### src/rtl/comm_ctrl_if.sv
// Host-link bus bundle for comm_ctrl: UART byte streams, RAM override port, CPU run control.
interface comm_ctrl_if #(
    parameter int unsigned DATA_W = 16,
    parameter int unsigned ADDR_W = 8
);
    logic              rx_valid;
    logic [7:0]        rx_data;
    logic              tx_ready;
    logic              tx_valid;
    logic [7:0]        tx_data;
    logic              mem_override;
    logic              mem_rnw;
    logic [ADDR_W-1:0] mem_addr;
    logic [DATA_W-1:0] mem_wdata;
    logic [DATA_W-1:0] mem_rdata;
    logic              start;
    logic              running;

    // Controller side
    modport master (
        input  rx_valid, rx_data, tx_ready, mem_rdata, running,
        output tx_valid, tx_data, mem_override, mem_rnw, mem_addr, mem_wdata, start
    );

    // UART / RAM / CPU side
    modport slave (
        output rx_valid, rx_data, tx_ready, mem_rdata, running,
        input  tx_valid, tx_data, mem_override, mem_rnw, mem_addr, mem_wdata, start
    );
endinterface

### src/rtl/comm_ctrl.sv
// UART command controller: decodes host bytes, runs checksummed RAM block
// reads/writes through the override port, and starts the CPU.
module comm_ctrl #(
    parameter int unsigned DATA_W      = 16,
    parameter int unsigned ADDR_W      = 8,
    parameter int unsigned MEM_DEPTH   = 32,
    parameter int unsigned TIMEOUT_CYC = 1000000
) (
    input  logic       clk,
    input  logic       rst_n,
    comm_ctrl_if.master bus
);
    localparam int unsigned BYTES  = DATA_W / 8;
    localparam int unsigned BIDX_W = (BYTES > 1) ? $clog2(BYTES) : 1;
    localparam int unsigned TMR_W  = $clog2(TIMEOUT_CYC + 1);

    typedef enum logic [3:0] {
        IDLE, HDR_ADDR, HDR_CNT, WR_DATA, WR_SUM,
        RD_ISSUE, RD_WAIT, RD_BYTE, RD_SUM, RD_END, REPLY
    } stateT;

    stateT             state, stateNext;
    logic              rxArmed;
    logic              isWrite, isWriteNext;
    logic [ADDR_W-1:0] baseAddr, baseAddrNext;
    logic [8:0]        wordCnt, wordCntNext;
    logic [8:0]        wordIdx, wordIdxNext;
    logic [BIDX_W-1:0] byteIdx, byteIdxNext;
    logic [7:0]        sum, sumNext;
    logic [DATA_W-1:0] word, wordNext;
    logic [7:0]        pendByte, pendByteNext;
    logic [TMR_W-1:0]  timer, timerNext;
    logic              txValid, txValidNext;
    logic [7:0]        txData, txDataNext;
    logic              memOverride, memOverrideNext;
    logic              memRnw, memRnwNext;
    logic [ADDR_W-1:0] memAddr, memAddrNext;
    logic [DATA_W-1:0] memWdata, memWdataNext;
    logic              startPulse, startNext;

    logic              rxFire, txDone, txFree;
    logic [8:0]        cntVal, wordIdxInc;
    logic [9:0]        rangeEnd;
    logic [ADDR_W-1:0] curAddr, incAddr;
    logic              lastByte, finish, timerActive;
    logic [7:0]        replyByte;
    logic [DATA_W-1:0] shiftIn;

    // The byte landing on the reset-release edge is ignored via rxArmed
    assign rxFire = bus.rx_valid && rxArmed;
    assign txDone = txValid && bus.tx_ready;
    assign txFree = !txValid || bus.tx_ready;

    assign bus.tx_valid     = txValid;
    assign bus.tx_data      = txData;
    assign bus.mem_override = memOverride;
    assign bus.mem_rnw      = memRnw;
    assign bus.mem_addr     = memAddr;
    assign bus.mem_wdata    = memWdata;
    assign bus.start        = startPulse;

    // State register
    always_ff @(posedge clk or negedge rst_n) begin
        if (!rst_n) state <= IDLE;
        else        state <= stateNext;
    end

    // Next-state, datapath and output decode
    always_comb begin
        stateNext       = state;
        isWriteNext     = isWrite;
        baseAddrNext    = baseAddr;
        wordCntNext     = wordCnt;
        wordIdxNext     = wordIdx;
        byteIdxNext     = byteIdx;
        sumNext         = sum;
        wordNext        = word;
        pendByteNext    = pendByte;
        timerNext       = '0;
        txValidNext     = txDone ? 1'b0 : txValid;
        txDataNext      = txData;
        memOverrideNext = memOverride;
        memRnwNext      = 1'b1;
        memAddrNext     = memAddr;
        memWdataNext    = memWdata;
        startNext       = 1'b0;
        finish          = 1'b0;
        replyByte       = 8'h00;
        cntVal          = (bus.rx_data == 8'h00) ? 9'(MEM_DEPTH) : 9'(bus.rx_data);
        rangeEnd        = 10'(baseAddr) + 10'(cntVal);
        wordIdxInc      = wordIdx + 9'd1;
        curAddr         = ADDR_W'(10'(baseAddr) + 10'(wordIdx));
        incAddr         = ADDR_W'(10'(baseAddr) + 10'(wordIdxInc));
        lastByte        = (byteIdx == BIDX_W'(BYTES - 1));
        shiftIn         = (word >> 8) | (DATA_W'(bus.rx_data) << (DATA_W - 8));
        timerActive     = state inside {HDR_ADDR, HDR_CNT, WR_DATA, WR_SUM};

        case (state)
            IDLE: begin
                if (rxFire && txFree) begin
                    txValidNext = 1'b1;
                    case (bus.rx_data)
                        "p": txDataNext = "P";
                        "s": txDataNext = bus.running ? "+" : "-";
                        "x": begin
                            if (bus.running) begin
                                txDataNext = "!";
                            end else begin
                                txDataNext = "X";
                                startNext  = 1'b1;
                            end
                        end
                        "r", "w": begin
                            txValidNext = txDone ? 1'b0 : txValid;
                            isWriteNext = (bus.rx_data == "w");
                            sumNext     = 8'h00;
                            stateNext   = HDR_ADDR;
                        end
                        default: txDataNext = "?";
                    endcase
                end
            end
            HDR_ADDR: begin
                if (rxFire) begin
                    baseAddrNext = bus.rx_data[ADDR_W-1:0];
                    sumNext      = sum ^ bus.rx_data;
                    stateNext    = HDR_CNT;
                end
            end
            HDR_CNT: begin
                if (rxFire) begin
                    sumNext = sum ^ bus.rx_data;
                    if (rangeEnd > 10'(MEM_DEPTH)) begin
                        finish    = 1'b1;
                        replyByte = "!";
                    end else begin
                        wordCntNext     = cntVal;
                        wordIdxNext     = 9'd0;
                        byteIdxNext     = '0;
                        memOverrideNext = 1'b1;
                        txValidNext     = 1'b1;
                        txDataNext      = isWrite ? "W" : "R";
                        if (isWrite) begin
                            stateNext = WR_DATA;
                        end else begin
                            memAddrNext = baseAddr;
                            stateNext   = RD_ISSUE;
                        end
                    end
                end
            end
            WR_DATA: begin
                if (rxFire) begin
                    sumNext  = sum ^ bus.rx_data;
                    wordNext = shiftIn;
                    if (lastByte) begin
                        byteIdxNext  = '0;
                        memAddrNext  = curAddr;
                        memWdataNext = shiftIn;
                        memRnwNext   = 1'b0;
                        wordIdxNext  = wordIdxInc;
                        if (wordIdxInc == wordCnt) stateNext = WR_SUM;
                    end else begin
                        byteIdxNext = byteIdx + BIDX_W'(1);
                    end
                end
            end
            WR_SUM: begin
                if (rxFire) begin
                    finish    = 1'b1;
                    replyByte = (bus.rx_data == sum) ? "E" : "C";
                end
            end
            RD_ISSUE: stateNext = RD_WAIT;
            RD_WAIT: begin
                wordNext  = bus.mem_rdata;
                stateNext = RD_BYTE;
            end
            RD_BYTE: begin
                if (txFree) begin
                    txValidNext = 1'b1;
                    txDataNext  = word[7:0];
                    sumNext     = sum ^ word[7:0];
                    wordNext    = word >> 8;
                    if (lastByte) begin
                        byteIdxNext = '0;
                        wordIdxNext = wordIdxInc;
                        if (wordIdxInc == wordCnt) begin
                            stateNext = RD_SUM;
                        end else begin
                            memAddrNext = incAddr;
                            stateNext   = RD_ISSUE;
                        end
                    end else begin
                        byteIdxNext = byteIdx + BIDX_W'(1);
                    end
                end
            end
            RD_SUM: begin
                if (txFree) begin
                    txValidNext = 1'b1;
                    txDataNext  = sum;
                    stateNext   = RD_END;
                end
            end
            RD_END: begin
                if (txFree) begin
                    txValidNext     = 1'b1;
                    txDataNext      = "E";
                    memOverrideNext = 1'b0;
                    stateNext       = IDLE;
                end
            end
            REPLY: begin
                if (txFree) begin
                    txValidNext = 1'b1;
                    txDataNext  = pendByte;
                    stateNext   = IDLE;
                end
            end
            default: stateNext = IDLE;
        endcase

        // Idle-RX watchdog on the host-driven phases
        if (timerActive && !rxFire) begin
            if (timer == TMR_W'(TIMEOUT_CYC - 1)) begin
                finish    = 1'b1;
                replyByte = "T";
            end else begin
                timerNext = timer + TMR_W'(1);
            end
        end

        // Command end: release RAM, reply now or park the reply until TX frees up
        if (finish) begin
            memOverrideNext = 1'b0;
            if (txFree) begin
                txValidNext = 1'b1;
                txDataNext  = replyByte;
                stateNext   = IDLE;
            end else begin
                pendByteNext = replyByte;
                stateNext    = REPLY;
            end
        end
    end

    // Datapath and registered outputs
    always_ff @(posedge clk or negedge rst_n) begin
        if (!rst_n) begin
            rxArmed     <= 1'b0;
            isWrite     <= 1'b0;
            baseAddr    <= '0;
            wordCnt     <= '0;
            wordIdx     <= '0;
            byteIdx     <= '0;
            sum         <= '0;
            word        <= '0;
            pendByte    <= '0;
            timer       <= '0;
            txValid     <= 1'b0;
            txData      <= '0;
            memOverride <= 1'b0;
            memRnw      <= 1'b1;
            memAddr     <= '0;
            memWdata    <= '0;
            startPulse  <= 1'b0;
        end else begin
            rxArmed     <= 1'b1;
            isWrite     <= isWriteNext;
            baseAddr    <= baseAddrNext;
            wordCnt     <= wordCntNext;
            wordIdx     <= wordIdxNext;
            byteIdx     <= byteIdxNext;
            sum         <= sumNext;
            word        <= wordNext;
            pendByte    <= pendByteNext;
            timer       <= timerNext;
            txValid     <= txValidNext;
            txData      <= txDataNext;
            memOverride <= memOverrideNext;
            memRnw      <= memRnwNext;
            memAddr     <= memAddrNext;
            memWdata    <= memWdataNext;
            startPulse  <= startNext;
        end
    end
endmodule
### src/flat_wrapper.sv
// flat-port wrapper written by rule: the top's interface ports become plain ports
module comm_ctrl_flat 
#(
    parameter int unsigned DATA_W      = 16,
    parameter int unsigned ADDR_W      = 8,
    parameter int unsigned MEM_DEPTH   = 32,
    parameter int unsigned TIMEOUT_CYC = 1000000
)
  (clk, rst_n, bus_rx_valid, bus_rx_data, bus_tx_ready, bus_mem_rdata, bus_running, bus_tx_valid, bus_tx_data, bus_mem_override, bus_mem_rnw, bus_mem_addr, bus_mem_wdata, bus_start);
  comm_ctrl_if #(.DATA_W(DATA_W), .ADDR_W(ADDR_W)) bus_i ();
  input  logic clk;
  input  logic rst_n;
  input wire logic [$bits(bus_i.rx_valid)-1:0] bus_rx_valid;
  input wire logic [$bits(bus_i.rx_data)-1:0] bus_rx_data;
  input wire logic [$bits(bus_i.tx_ready)-1:0] bus_tx_ready;
  input wire logic [$bits(bus_i.mem_rdata)-1:0] bus_mem_rdata;
  input wire logic [$bits(bus_i.running)-1:0] bus_running;
  output wire logic [$bits(bus_i.tx_valid)-1:0] bus_tx_valid;
  output wire logic [$bits(bus_i.tx_data)-1:0] bus_tx_data;
  output wire logic [$bits(bus_i.mem_override)-1:0] bus_mem_override;
  output wire logic [$bits(bus_i.mem_rnw)-1:0] bus_mem_rnw;
  output wire logic [$bits(bus_i.mem_addr)-1:0] bus_mem_addr;
  output wire logic [$bits(bus_i.mem_wdata)-1:0] bus_mem_wdata;
  output wire logic [$bits(bus_i.start)-1:0] bus_start;
  assign bus_i.rx_valid = bus_rx_valid;
  assign bus_i.rx_data = bus_rx_data;
  assign bus_i.tx_ready = bus_tx_ready;
  assign bus_i.mem_rdata = bus_mem_rdata;
  assign bus_i.running = bus_running;
  assign bus_tx_valid = bus_i.tx_valid;
  assign bus_tx_data = bus_i.tx_data;
  assign bus_mem_override = bus_i.mem_override;
  assign bus_mem_rnw = bus_i.mem_rnw;
  assign bus_mem_addr = bus_i.mem_addr;
  assign bus_mem_wdata = bus_i.mem_wdata;
  assign bus_start = bus_i.start;
  comm_ctrl #(.DATA_W(DATA_W), .ADDR_W(ADDR_W), .MEM_DEPTH(MEM_DEPTH), .TIMEOUT_CYC(TIMEOUT_CYC)) u_core (.clk(clk), .rst_n(rst_n), .bus(bus_i));
endmodule
### config.mk
export PLATFORM = sky130hd
export DESIGN_NAME = comm_ctrl_flat
export DESIGN_NICKNAME = d
export VERILOG_FILES = /design/src/rtl/comm_ctrl_if.sv /design/src/rtl/comm_ctrl.sv /design/src/flat_wrapper.sv
export SDC_FILE = /design/constraint.sdc
export NUM_CORES = 1
export LEC_CHECK = 0
export BUFFER_PORTS_ARGS = -buffer_cell sky130_fd_sc_hd__clkbuf_2
export CORE_MARGIN = 2
export CORE_UTILIZATION = 40
export DETAILED_ROUTE_END_ITERATION = 16
export HOLD_SLACK_MARGIN = 0.15
export PLACE_DENSITY = 0.61
export SLEW_MARGIN = 20
export SYNTH_ARGS = -nofsm -noshare
export SYNTH_HDL_FRONTEND = slang
export SYNTH_SLANG_ARGS = --single-unit
### constraint.sdc
create_clock -name clk -period 4.32 [get_ports clk]
set_input_delay 0.432 -clock clk [delete_from_list [all_inputs] [get_ports clk]]
set_output_delay 0.432 -clock clk [all_outputs]
set_load 0.02 [all_outputs]
==> summary.md, run 1 <==
| Metric | Value |
|---|---|
| Post-Syn Instances | 823 |
| H-tree levels | 4 |
| Via/cell ratio | approximately 5.6 |
| Final WL | 19.48 mm |
| Starting Density | 0.4068 |
| Final non-filler cell area | 0.008412 mm^2 |
| Number of port buffers | 64 |
| Clock skew | between 0.009 and 0.01 ns |
| Combinational share of power | 0.426 |
| Die area | 0.01930 mm^2 |
| Via count | ~6200 |
| CTS tree | yes |
| Iteration-0 DRC Markers | between 500 and 600 |
| Most common cell after layout, fill and taps aside | dfrtp_1 |
| Psw | between 0.002 and 0.0025 W |
| Highest-count cells in the layout ignoring fill and taps | 117 x dfrtp_1, 104 x nand2_1, 98 x nor2_1 |
| Hold path startpoint | bus_mem_rdata[4] |
| CP endpoint kind | flip-flop |
| Area added between synthesis and finish | 15.50% |
| Routability cong. | 0.9348 |
| Seq/Total Area, Yosys | 0.4056 |
| Total CTS buffers | 17 |
| PwrDens | 690.5 mW/mm^2 |
| Final Critical Period | 3.341 ns |
| Top_reg_cell synth | dfrtp_1 |
| Reg2reg setup slack | 0.98 ns |
| Clk root buf | clkbuf_16 |
| WHS Path Cells | 3 |
| P_int | 0.003405 W |
| Hold Path Class | in2reg |
| Routed len/inst | 17.52 um |
| Crit share post-route | 0.7735 |
| Yosys cell types | 78 |
| CP Class | reg2reg |
| Share of post-route cells with drive strength above 1 | 0.1733 |
| Row Count | 49 |
| Gr ovfl total | 0 |
| CP Cell Sequence | ha_1 -> inv_1 -> fa_1 -> nand2b_1 -> a211oi_1 -> o211ai_1 -> a2bb2oi_1 -> nand2_1 -> a21oi_1 -> o21ai_1 -> mux2_1 |
| Antenna fix cells | 0 |
| DRC Markers | 0 |
| CTS max path bufs | 2 |
| Reg power frac | 0.322 |
| Worst vdd ir | 0.3238 mV |
| Slew Viols, Final | 0 |
| Core footprint | 0.01790 mm^2 |
| Gr usage total | 0.2087 |
| Startpoint types | flip-flop |
| Yosys top cell by area | dfrtp_1 |
| FF+latch count, synth | 118 |
| Hold_ws | ~0.32 ns |
| Clk_lat worst skew | ~0.42 ns |
| Slew Limit Headroom | 0.2867 |
| Die height | 138.9 um |
| Count of max-cap constraint violations | 0 |
| Hpwl dp | 14.01 mm |
| Syn_area_per_cell | 8.850 um^2 |
| Status | complete, no violations |
| Top cells by area, synth | dfrtp_1 40%, nand2_1 5.4%, nor2_1 5.1% |
| Area post-placement | 0.007787 mm^2 |
| Mapped Nets | 872 |
| Net Sw Frac | 0.4138 |
| Actual slew at the worst max-slew pin | 1.056 ns |
| Critical Path RT | 4.62 ns |
| Layout Nets | 919 |
| CP max stage delay | approximately 0.43 ns |
| DR pass1 iterations | 5 |
| Final Hold Fails | 0 |
| Reg-to-reg endpoint | u_core.bus.tx_data[1] |
| Final setup viols | 0 |
| Global-route wire length before repair | 32.10 mm |
| Hold EP | u_core.word[4] |
| Peak Freq | roughly 300 MHz |
| Slowest CP cell | a21oi_1 |
| Fraction of registers with async set or reset after synthesis | 1.000 |
| Largest net degree at the start of global routing | 58 |
| Die extent in x | 138.9 um |
| Fin Setup TNS | 0 ns |
| Vias in the first global route | roughly 6000 |
| Antenna violations before repair | 0 |
| Post-cts repair resize count | 0 |
| Clk pin slew, worst setup/hold paths | 0.06 ns |
| Layout fillers | roughly 1800 |
| Ys Warns | 0 |
| Clock Sinks | 118 |
| Antenna Violating Nets Remaining | 0 |
| Leak pwr | 3.721 nW |
| Ports | 65 |
| Worst r2r path cells | 11 |
| Clock power frac | 0.253 |
| R2r startpoint | u_core.baseAddr[0] |
| Max FO, Critical Path | 8 |
| RSZ-0062 raised after global routing | false |
| Worst Path Arrival | 3.64 ns |
| Synth top area share | 0.4020 |
| Post-synth EDFFs | 0 |
| Syn Std Cell Area | ~0.0073 mm^2 |
[state kept, by name, summed over array words and instances (netlist names), 4 cells and up]
| name | count |
|---|---|
| u_core.pendByte | 6 |
| u_core.state | 4 |
| u_core.baseAddr | 8 |
| u_core.wordCnt | 8 |
| u_core.sum | 8 |
| u_core.bus.tx_data | 8 |
| u_core.bus.mem_wdata | 16 |
| u_core.bus.mem_addr | 8 |
| u_core.wordIdx | 9 |
| u_core.word | 16 |
| u_core.timer | 20 |
[worst max path at each step]
stage,end,startpoint,depth (start not counted),slack [ns]
finish,u_core.bus.tx_data[1],u_core.baseAddr[0],11,0.98
global route,u_core.bus.mem_addr[3],u_core.wordIdx[0],9,0.75
floorplan,u_core.bus.mem_addr[0],bus_rx_data[0],15,0.95
CTS,u_core.bus.mem_addr[4],u_core.wordIdx[0],9,0.99
global placement,u_core.bus.mem_addr[6],bus_rx_data[0],12,0.80
detailed placement,u_core.bus.tx_data[1],bus_rx_data[0],12,0.69
[metal layers]
layer	routed length, um	GRT usage
met1	8960	0.2911
met2	8997	0.3238
met3	1188	0.04903
met4	332	0.06433
met5	0	0
[critical path, delay by kind of cell (launching register included)]
kind                     cells  cell delay, ns
flip-flops                   1            0.42
AND/OR/NAND/NOR              2            0.45
AO/OA/AOI/OAI                5            1.29
buffers and inverters        1            0.07
multiplexers                 1            0.36
adder cells (fa/ha/maj)      2            0.63
[area by class of cell]
cell class,count,area [um^2],area share
Clock buffer,19,442.9,0.05266
Sequential cell,118,2954,0.3512
Timing Repair Buffer,81,452.9,0.05384
Multi-Input combinational cell,633,4033,0.4794
Tap cell,229,286.5,0.03406
Inverter,19,71.32,0.008478
Clock inverter,13,171.4,0.02038
[power groups by stage]
stage	Sequential [W]	Combinational [W]	Clock (W)
after floorplan	0.00187	0.00176	0
after global placement	0.00188	0.00243	0
after detailed placement	0.00188	0.00244	0
after CTS	0.00186	0.00246	0.00150
after global routing	0.00193	0.00275	0.00155
final	0.00187	0.00247	0.00147
[synth_stat cells (all sizes together) (2+ instances only)]
cell type and n:
o21ai 44, nor3 10, or2 3, nand2 104, dfrtp 117, nor4b 3, nand2b 13, fa 2
ha 18, nand3 20, o21bai 2, nor2 99, xor2 24, or3 9, a211o 2, o2bb2ai 3
and3b 2, a2111oi 2, mux2i 12, o22ai 2, a211oi 9, o32ai 2, a21o 5, and4b 3
o211ai 4, and4 3, buf 13, nor2b 6, a32oi 2, and3 11, a21oi 74, a21boi 2
a22oi 11, nand4 7, inv 19, o311ai 2, or4 5, nand3b 2, nor4 7, clkbuf 40
xnor2 32, o31ai 6, a31oi 10, and2 6, mux2 34
[repair_timing]
item,4_1_cts,5_1_grt
hold endpoints to repair,54,0
setup buffers,0,0
hold buffers,1,0
[through the flow]
step           std cells  total power, W    util  setup slack [ns]
5_1_grt             1112        0.006229  0.4699            0.7500
4_1_cts             1112        0.005821  0.4699            0.9909
6_report            1112        0.005808  0.4699            0.9786
2_1_floorplan        823        0.003633       -            0.9471
3_3_place_gp        1079        0.004310  0.4350            0.7972
3_5_place_dp        1079        0.004320  0.4350            0.6936
[logic make-up (layout without fill, tap and decap cells)]
family	Yosys count	count (layout)	share of synthesized area
adder cells (fa/ha/maj)	20	20	0.03642
AO/OA/AOI/OAI	193	193	0.1702
flip-flops	118	118	0.4056
XOR/XNOR	56	56	0.06734
buffers and inverters	72	132	0.04106
AND/OR/NAND/NOR	317	317	0.2092
other	1	1	0.0005149
multiplexers	46	46	0.06958
(Power assumes the default switching activity.)
==> run 2, diff against run 1 <==
Clock period 4.32 ns to 3.4 ns, I/O delays scaled along.
==> run 2 against run 1 <==
Largest cell class unchanged. Critical path type unchanged. Highest routed layer unchanged. Sequential share of layout area is 0.78 points lower. Total power is 30% higher. Global-route usage is 0.21 points higher. Largest power group unchanged. Sequential power is 22% higher.
==> summary.md, run 2 (synthesis gave the netlist of run 1 again) <==
| Metric | Value |
|---|---|
| Gr ovfl total | 0 (unchanged) |
| Critical Path RT | 3.70 ns (-0.92 ns) |
| Total Power | 0.007533 W (+30%) |
| Highest-count cells in the layout ignoring fill and taps | 117 x dfrtp_1, 103 x nand2_1, 98 x nor2_1 |
| Ports | 65 (unchanged) |
| Slew Viols, Final | 0 (unchanged) |
| Clock Sinks | 118 (unchanged) |
| Clk root buf | clkbuf_16 |
| Clock skew | 0.01720 ns (+0.007662 ns) |
| Final WL | 19.59 mm (+0.56%) |
| Most common cell after layout, fill and taps aside | dfrtp_1 |
| Hold Path Class | in2reg |
| Worst vdd ir | 0.4574 mV (+41%) |
| Share of post-route cells with drive strength above 1 | 0.1949 (+0.02163) |
| Row Count | 49 (unchanged) |
| Area added between synthesis and finish | 18.12% |
| Psw | 0.003057 W (+27%) |
| CP Class | reg2reg |
| Global-route wire length before repair | 32.31 mm (+0.64%) |
| PwrDens | 875.6 mW/mm^2 (+27%) |
| Slowest CP cell | or4_1 |
| Vias in the first global route | 5964 (-1.1%) |
| Hpwl dp | 14.13 mm (+0.89%) |
| CP endpoint kind | flip-flop |
| Crit share post-route | 0.9286 (+0.1551) |
| Core footprint | 0.01790 mm^2 (unchanged) |
| Status | complete, no violations |
| Max FO, Critical Path | 8 (unchanged) |
| Number of port buffers | 64 (unchanged) |
| Final Hold Fails | 0 (unchanged) |
| Starting Density | 0.4068 (unchanged) |
| DRC Markers | 0 (unchanged) |
| Count of max-cap constraint violations | 0 (unchanged) |
| Antenna Violating Nets Remaining | 0 (unchanged) |
| Peak Freq | 316.7 MHz (+5.8%) |
| CP Cell Sequence | ha_1 -> nand2b_1 -> a21oi_1 -> or4_1 -> nor3_2 -> nand3_1 -> nor2_1 -> a211o_2 -> mux2_1 |
| Net Sw Frac | 0.4058 (-0.008002) |
| Via/cell ratio | 5.537 (-0.61%) |
| P_int | 0.004476 W (+31%) |
| Gr usage total | 0.2108 (+0.002108) |
| Layout Nets | 939 (+2.2%) |
| Final Critical Period | 3.157 ns (-0.1841 ns) |
| Clock power frac | 0.258 (+0.005) |
| CTS tree | yes |
| Startpoint types | flip-flop |
| Worst Path Arrival | 3.46 ns (-0.18 ns) |
| Top reg by flops | u_core.timer |
| Clk_lat worst skew | 0.43 ns (about the same) |
| H-tree levels | 4 (unchanged) |
| Routed len/inst | 17.30 um (-1.2%) |
| Die height | 138.9 um (unchanged) |
| DR pass1 iterations | 5 (unchanged) |
| Max reg flops | 20 (unchanged) |
| Slew Limit Headroom | 0.5388 (+0.2521) |
| Antenna violations before repair | 0 (unchanged) |
| Combinational share of power | 0.439 (+0.013) |
| Total CTS buffers | 17 (unchanged) |
| Leak pwr | 3.841 nW (+3.2%) |
| Fin Setup TNS | 0 ns (unchanged) |
| Routability cong. | 0.9465 (+1.3%) |
| Clk pin slew, worst setup/hold paths | 0.06 ns (about the same) |
| Final setup viols | 0 (unchanged) |
| Via count | 6268 (+1.2%) |
| RSZ-0062 raised after global routing | false |
| Actual slew at the worst max-slew pin | 0.6918 ns (-0.3638 ns) |
| Iteration-0 DRC Markers | 457 (-17%) |
| CP max stage delay | 0.55 ns (+0.12 ns) |
| Die area | 0.01930 mm^2 (unchanged) |
| Antenna fix cells | 0 (unchanged) |
| Reg power frac | 0.303 (-0.019) |
| Largest net degree at the start of global routing | 89 (+53%) |
| CTS max path bufs | 2 (unchanged) |
| Die extent in x | 138.9 um (unchanged) |
## run 2: final timing paths
| kind | startpoint | to | slack, ns | depth (start not counted) |
|---|---|---|---|---|
| setup / recovery | u_core.wordIdx[0] | u_core.bus.mem_addr[5] | 0.24 | 9 |
| hold / removal | bus_mem_rdata[0] | u_core.word[0] | 0.23 | 3 |
| setup reg to reg | u_core.wordIdx[0] | u_core.bus.mem_addr[5] | 0.24 | 9 |
| hold reg to reg | u_core.bus.mem_addr[4] | u_core.bus.mem_addr[4] | 0.49 | 1 |
| max in group asynchronous | rst_n | u_core.sum[3] | 2.17 | 3 |
| min in group asynchronous | rst_n | u_core.bus.mem_addr[3] | 0.39 | 2 |
## run 2: critical path: cells and delay by family, from the launching register on
family          cells  cell delay, ns
flops               1            0.47
compound gates      2            0.36
mux                 1            0.35
fa+ha+maj           1            0.42
simple gates        5            1.44
## run 2: timing repair
action | CTS | global route
hold buffers | 1 | 0
setup buffers | 0 | 0
endpoints found under the setup margin | 0 | 13
gates resized for setup | 0 | 4
hold endpoints to repair | 30 | 0
## run 2: power groups by stage
| stage | Clock (W) | Sequential (W) | Combinational [W] |
|---|---|---|---|
| global route | 0.00205 | 0.00235 | 0.00367 |
| detailed placement | 0 | 0.00230 | 0.00326 |
| finish | 0.00195 | 0.00228 | 0.00330 |
| global placement | 0 | 0.00229 | 0.00322 |
| CTS | 0.00198 | 0.00228 | 0.00329 |
| floorplan | 0 | 0.00238 | 0.00224 |
## run 2: area by class of cell
cell class	instances	area, um^2
sequential	118	2954
inverter	19	71.32
timing repair buffer	101	615.6
clock buffer	19	442.9
multi-input combinational	633	4040
tap	229	286.5
fill	1757	9299
clock inverter	13	192.7
## run 2: layer usage
metal / vias up / share of wire / track usage
li1: 3036 / - / -
met1: 3000 / 0.47 / 0.2990
met2: 194 / 0.45 / 0.3148
met3: 38 / 0.049 / 0.04282
met4: 0 / 0.028 / 0.08878
met5: - / 0 / 0
## run 2: through the flow
stage	instances	hold WS, ns	utilization	setup WS [ns]	instance area, um^2
floorplan	823	0.04441	-	0.1191	7283
global placement	1099	0.3043	0.4441	0.1693	7950
detailed placement	1099	0.3085	0.4441	0.1274	7950
CTS	1132	0.2180	0.4802	0.1129	8596
global route	1132	0.2392	0.4806	0.01449	8603
finish	1132	0.2267	0.4806	0.2428	8603
==> run 3, diff against run 2 <==
Settings changed: CORE_UTILIZATION 40 to 43, PLACE_DENSITY 0.61 to 0.65.
==> run 3 against run 2 <==
Global-route usage increased by 1.4 points. Critical endpoint is now u_core.bus.tx_data[1]. First-iteration DRC count increased by 17%. Largest power group unchanged. Sequential share of layout area increased by 0.17 points. Combinational power about the same. Total power decreased by 1.6%. Clock skew decreased by 0.0022 ns. Sequential power about the same. Critical path type unchanged. Wire length decreased by 1.9%. Via count decreased by 0.11%. Core utilization increased by 3.6 points. Flip-flop and latch count unchanged. Register-to-register slack got worse by 0.05 ns.
==> summary.md, run 3 (synthesis gave the netlist of run 1 again) <==
| Metric | Value |
|---|---|
| Crit share post-route | 0.9437 (+0.01510) |
| Routed len/inst | 17.09 um (-1.2%) |
| DRC Markers | 0 (unchanged) |
| Core footprint | 0.01658 mm^2 (-7.4%) |
| Via/cell ratio | 5.570 (+0.60%) |
| Clk pin slew, worst setup/hold paths | 0.06 ns (about the same) |
| CP endpoint kind | flip-flop |
| Total CTS buffers | 17 (unchanged) |
| Psw | 0.003020 W (-1.2%) |
| CTS tree | yes |
| H-tree levels | 4 (unchanged) |
| Iteration-0 DRC Markers | 536 (+17%) |
| P_int | 0.004393 W (-1.8%) |
| Fin Setup TNS | 0 ns (unchanged) |
| Final Critical Period | 3.209 ns (+0.05133 ns) |
| Final setup viols | 0 (unchanged) |
| Antenna Violating Nets Remaining | 0 (unchanged) |
| Row Count | 47 (-4.1%) |
| Via count | 6261 (-0.11%) |
| Util after Layout | 0.5163 (+0.03573) |
| Combinational share of power | 0.444 (+0.005) |
| Final Hold Fails | 0 (unchanged) |
| Slew Limit Headroom | 0.5189 (-0.01989) |
| Highest-count cells in the layout ignoring fill and taps | 117 x dfrtp_1, 104 x nand2_1, 98 x nor2_1 |
| Die height | 134.1 um (-3.4%) |
| Top reg by flops | u_core.timer |
| Net Sw Frac | 0.4074 (+0.001571) |
| Die extent in x | 134.1 um (-3.4%) |
| Antenna violations before repair | 0 (unchanged) |
| Count of max-cap constraint violations | 0 (unchanged) |
| DR pass1 iterations | 5 (unchanged) |
| Starting Density | 0.4392 (+0.03235) |
| Largest net degree at the start of global routing | 69 (-22%) |
| Leak pwr | 3.831 nW (-0.27%) |
| Max reg flops | 20 (unchanged) |
| Worst Path Arrival | 3.51 ns (+0.05 ns) |
| Area post-placement | 0.007954 mm^2 (about the same) |
| Startpoint types | flip-flop |
| Clock power frac | 0.249 (-0.009) |
| Total Power | 0.007414 W (-1.6%) |
| Clk root buf | clkbuf_16 |
| Most common cell after layout, fill and taps aside | dfrtp_1 |
| Actual slew at the worst max-slew pin | 0.7216 ns (+0.02983 ns) |
| RSZ-0062 raised after global routing | false |
| Final non-filler cell area | 0.008562 mm^2 (-0.48%) |
| Slew Viols, Final | 0 (unchanged) |
| Clk_lat worst skew | 0.43 ns (about the same) |
| Reg power frac | 0.307 (+0.004) |
| # Post-CTS Setup Buffers | 0 (unchanged) |
| Layout fillers | 1552 (-12%) |
| Hpwl dp | 13.78 mm (-2.5%) |
| Status | complete, no violations |
| Die area | 0.01799 mm^2 (-6.8%) |
| PwrDens | 865.9 mW/mm^2 (-1.1%) |
| Final WL | 19.21 mm (-1.9%) |
| Clock Sinks | 118 (unchanged) |
| Area added between synthesis and finish | 17.56% |
| Clock skew | 0.01504 ns (-0.002165 ns) |
| Hold Path Class | in2reg |
| Routability cong. | 0.9408 (-0.60%) |
| CP Class | reg2reg |
| Gr usage total | 0.2246 (+0.01381) |
| Max FO, Critical Path | 8 (unchanged) |
| Global-route wire length before repair | 31.71 mm (-1.9%) |
| Antenna fix cells | 0 (unchanged) |
| CTS max path bufs | 2 (unchanged) |
| Worst vdd ir | 0.5087 mV (+11%) |
| Hold_ws | 0.2076 ns (-0.01914 ns) |
| Peak Freq | 311.7 MHz (-1.6%) |
| Vias in the first global route | 6106 (+2.4%) |
| Ports | 65 (unchanged) |
| Share of post-route cells with drive strength above 1 | 0.1925 (-0.002428) |
| Number of port buffers | 64 (unchanged) |
| Critical Path RT | 3.70 ns (about the same) |
| Layout Nets | 941 (+0.21%) |
| Gr ovfl total | 0 (unchanged) |
[run 3: worst paths after layout]
check,from,end,slack (ns),cells after the start
hold / removal,bus_rx_data[1],u_core.bus.mem_wdata[9],0.21,2
setup / recovery,u_core.baseAddr[0],u_core.bus.tx_data[1],0.19,11
setup reg to reg,u_core.baseAddr[0],u_core.bus.tx_data[1],0.19,11
max in group asynchronous,rst_n,u_core.bus.mem_rnw,2.09,3
hold reg to reg,u_core.pendByte[0],u_core.pendByte[0],0.48,2
min in group asynchronous,rst_n,u_core.bus.mem_addr[3],0.49,2
[run 3: final cells by class]
class                   instances  area [um^2]  share of cell area
clock inverters                11        150.1             0.01754
inverters                      19        71.32            0.008330
well taps                     220        275.3             0.03215
flip-flops and latches        118         2954              0.3450
multi-input cells             633         4034              0.4711
repair buffers                103        630.6             0.07365
clock buffers                  20        446.7             0.05217
[run 3: per-stage QoR]
| stage | setup WS [ns] | cells |
|---|---|---|
| after floorplan | 0.1191 | 823 |
| after global placement | 0.2294 | 1092 |
| after detailed placement | 0.1405 | 1092 |
| after CTS | 0.2262 | 1124 |
| after global routing | 0.007444 | 1124 |
| final | 0.1914 | 1124 |
[run 3: layer usage]
layer / track usage / part of all wire / up-vias
li1: - / - / 3039
met1: 0.3149 / 0.47 / 2979
met2: 0.3442 / 0.45 / 214
met3: 0.04989 / 0.062 / 29
met4: 0.07895 / 0.018 / 0
met5: 0 / 0 / -
[run 3: timing repair]
action | CTS | global route
hold buffers | 1 | 0
endpoints found under the hold margin | 50 | 0
setup endpoints to repair | 0 | 4
resized for setup | 0 | 1
[run 3: worst max-delay path, stage by stage (launching register included)]
cell and delay, ns:
dfrtp_1 0.42, ha_1 0.21, inv_1 0.07, fa_1 0.42, nand2b_1 0.18, a211oi_1 0.30, or3_1 0.17, a2bb2oi_1 0.08
nand2_1 0.32, a21oi_1 0.15, o21ai_1 0.39, mux2_1 0.36
[run 3: power by group through the flow]
| stage | Sequential [W] | Clock [W] | Combinational [W] |
|---|---|---|---|
| 2_1_floorplan | 0.00238 | 0 | 0.00224 |
| 3_3_place_gp | 0.00228 | 0 | 0.00323 |
| 3_5_place_dp | 0.00229 | 0 | 0.00326 |
| 4_1_cts | 0.00227 | 0.00187 | 0.00328 |
| 5_1_grt | 0.00234 | 0.00193 | 0.00366 |
| 6_report | 0.00228 | 0.00184 | 0.00329 |
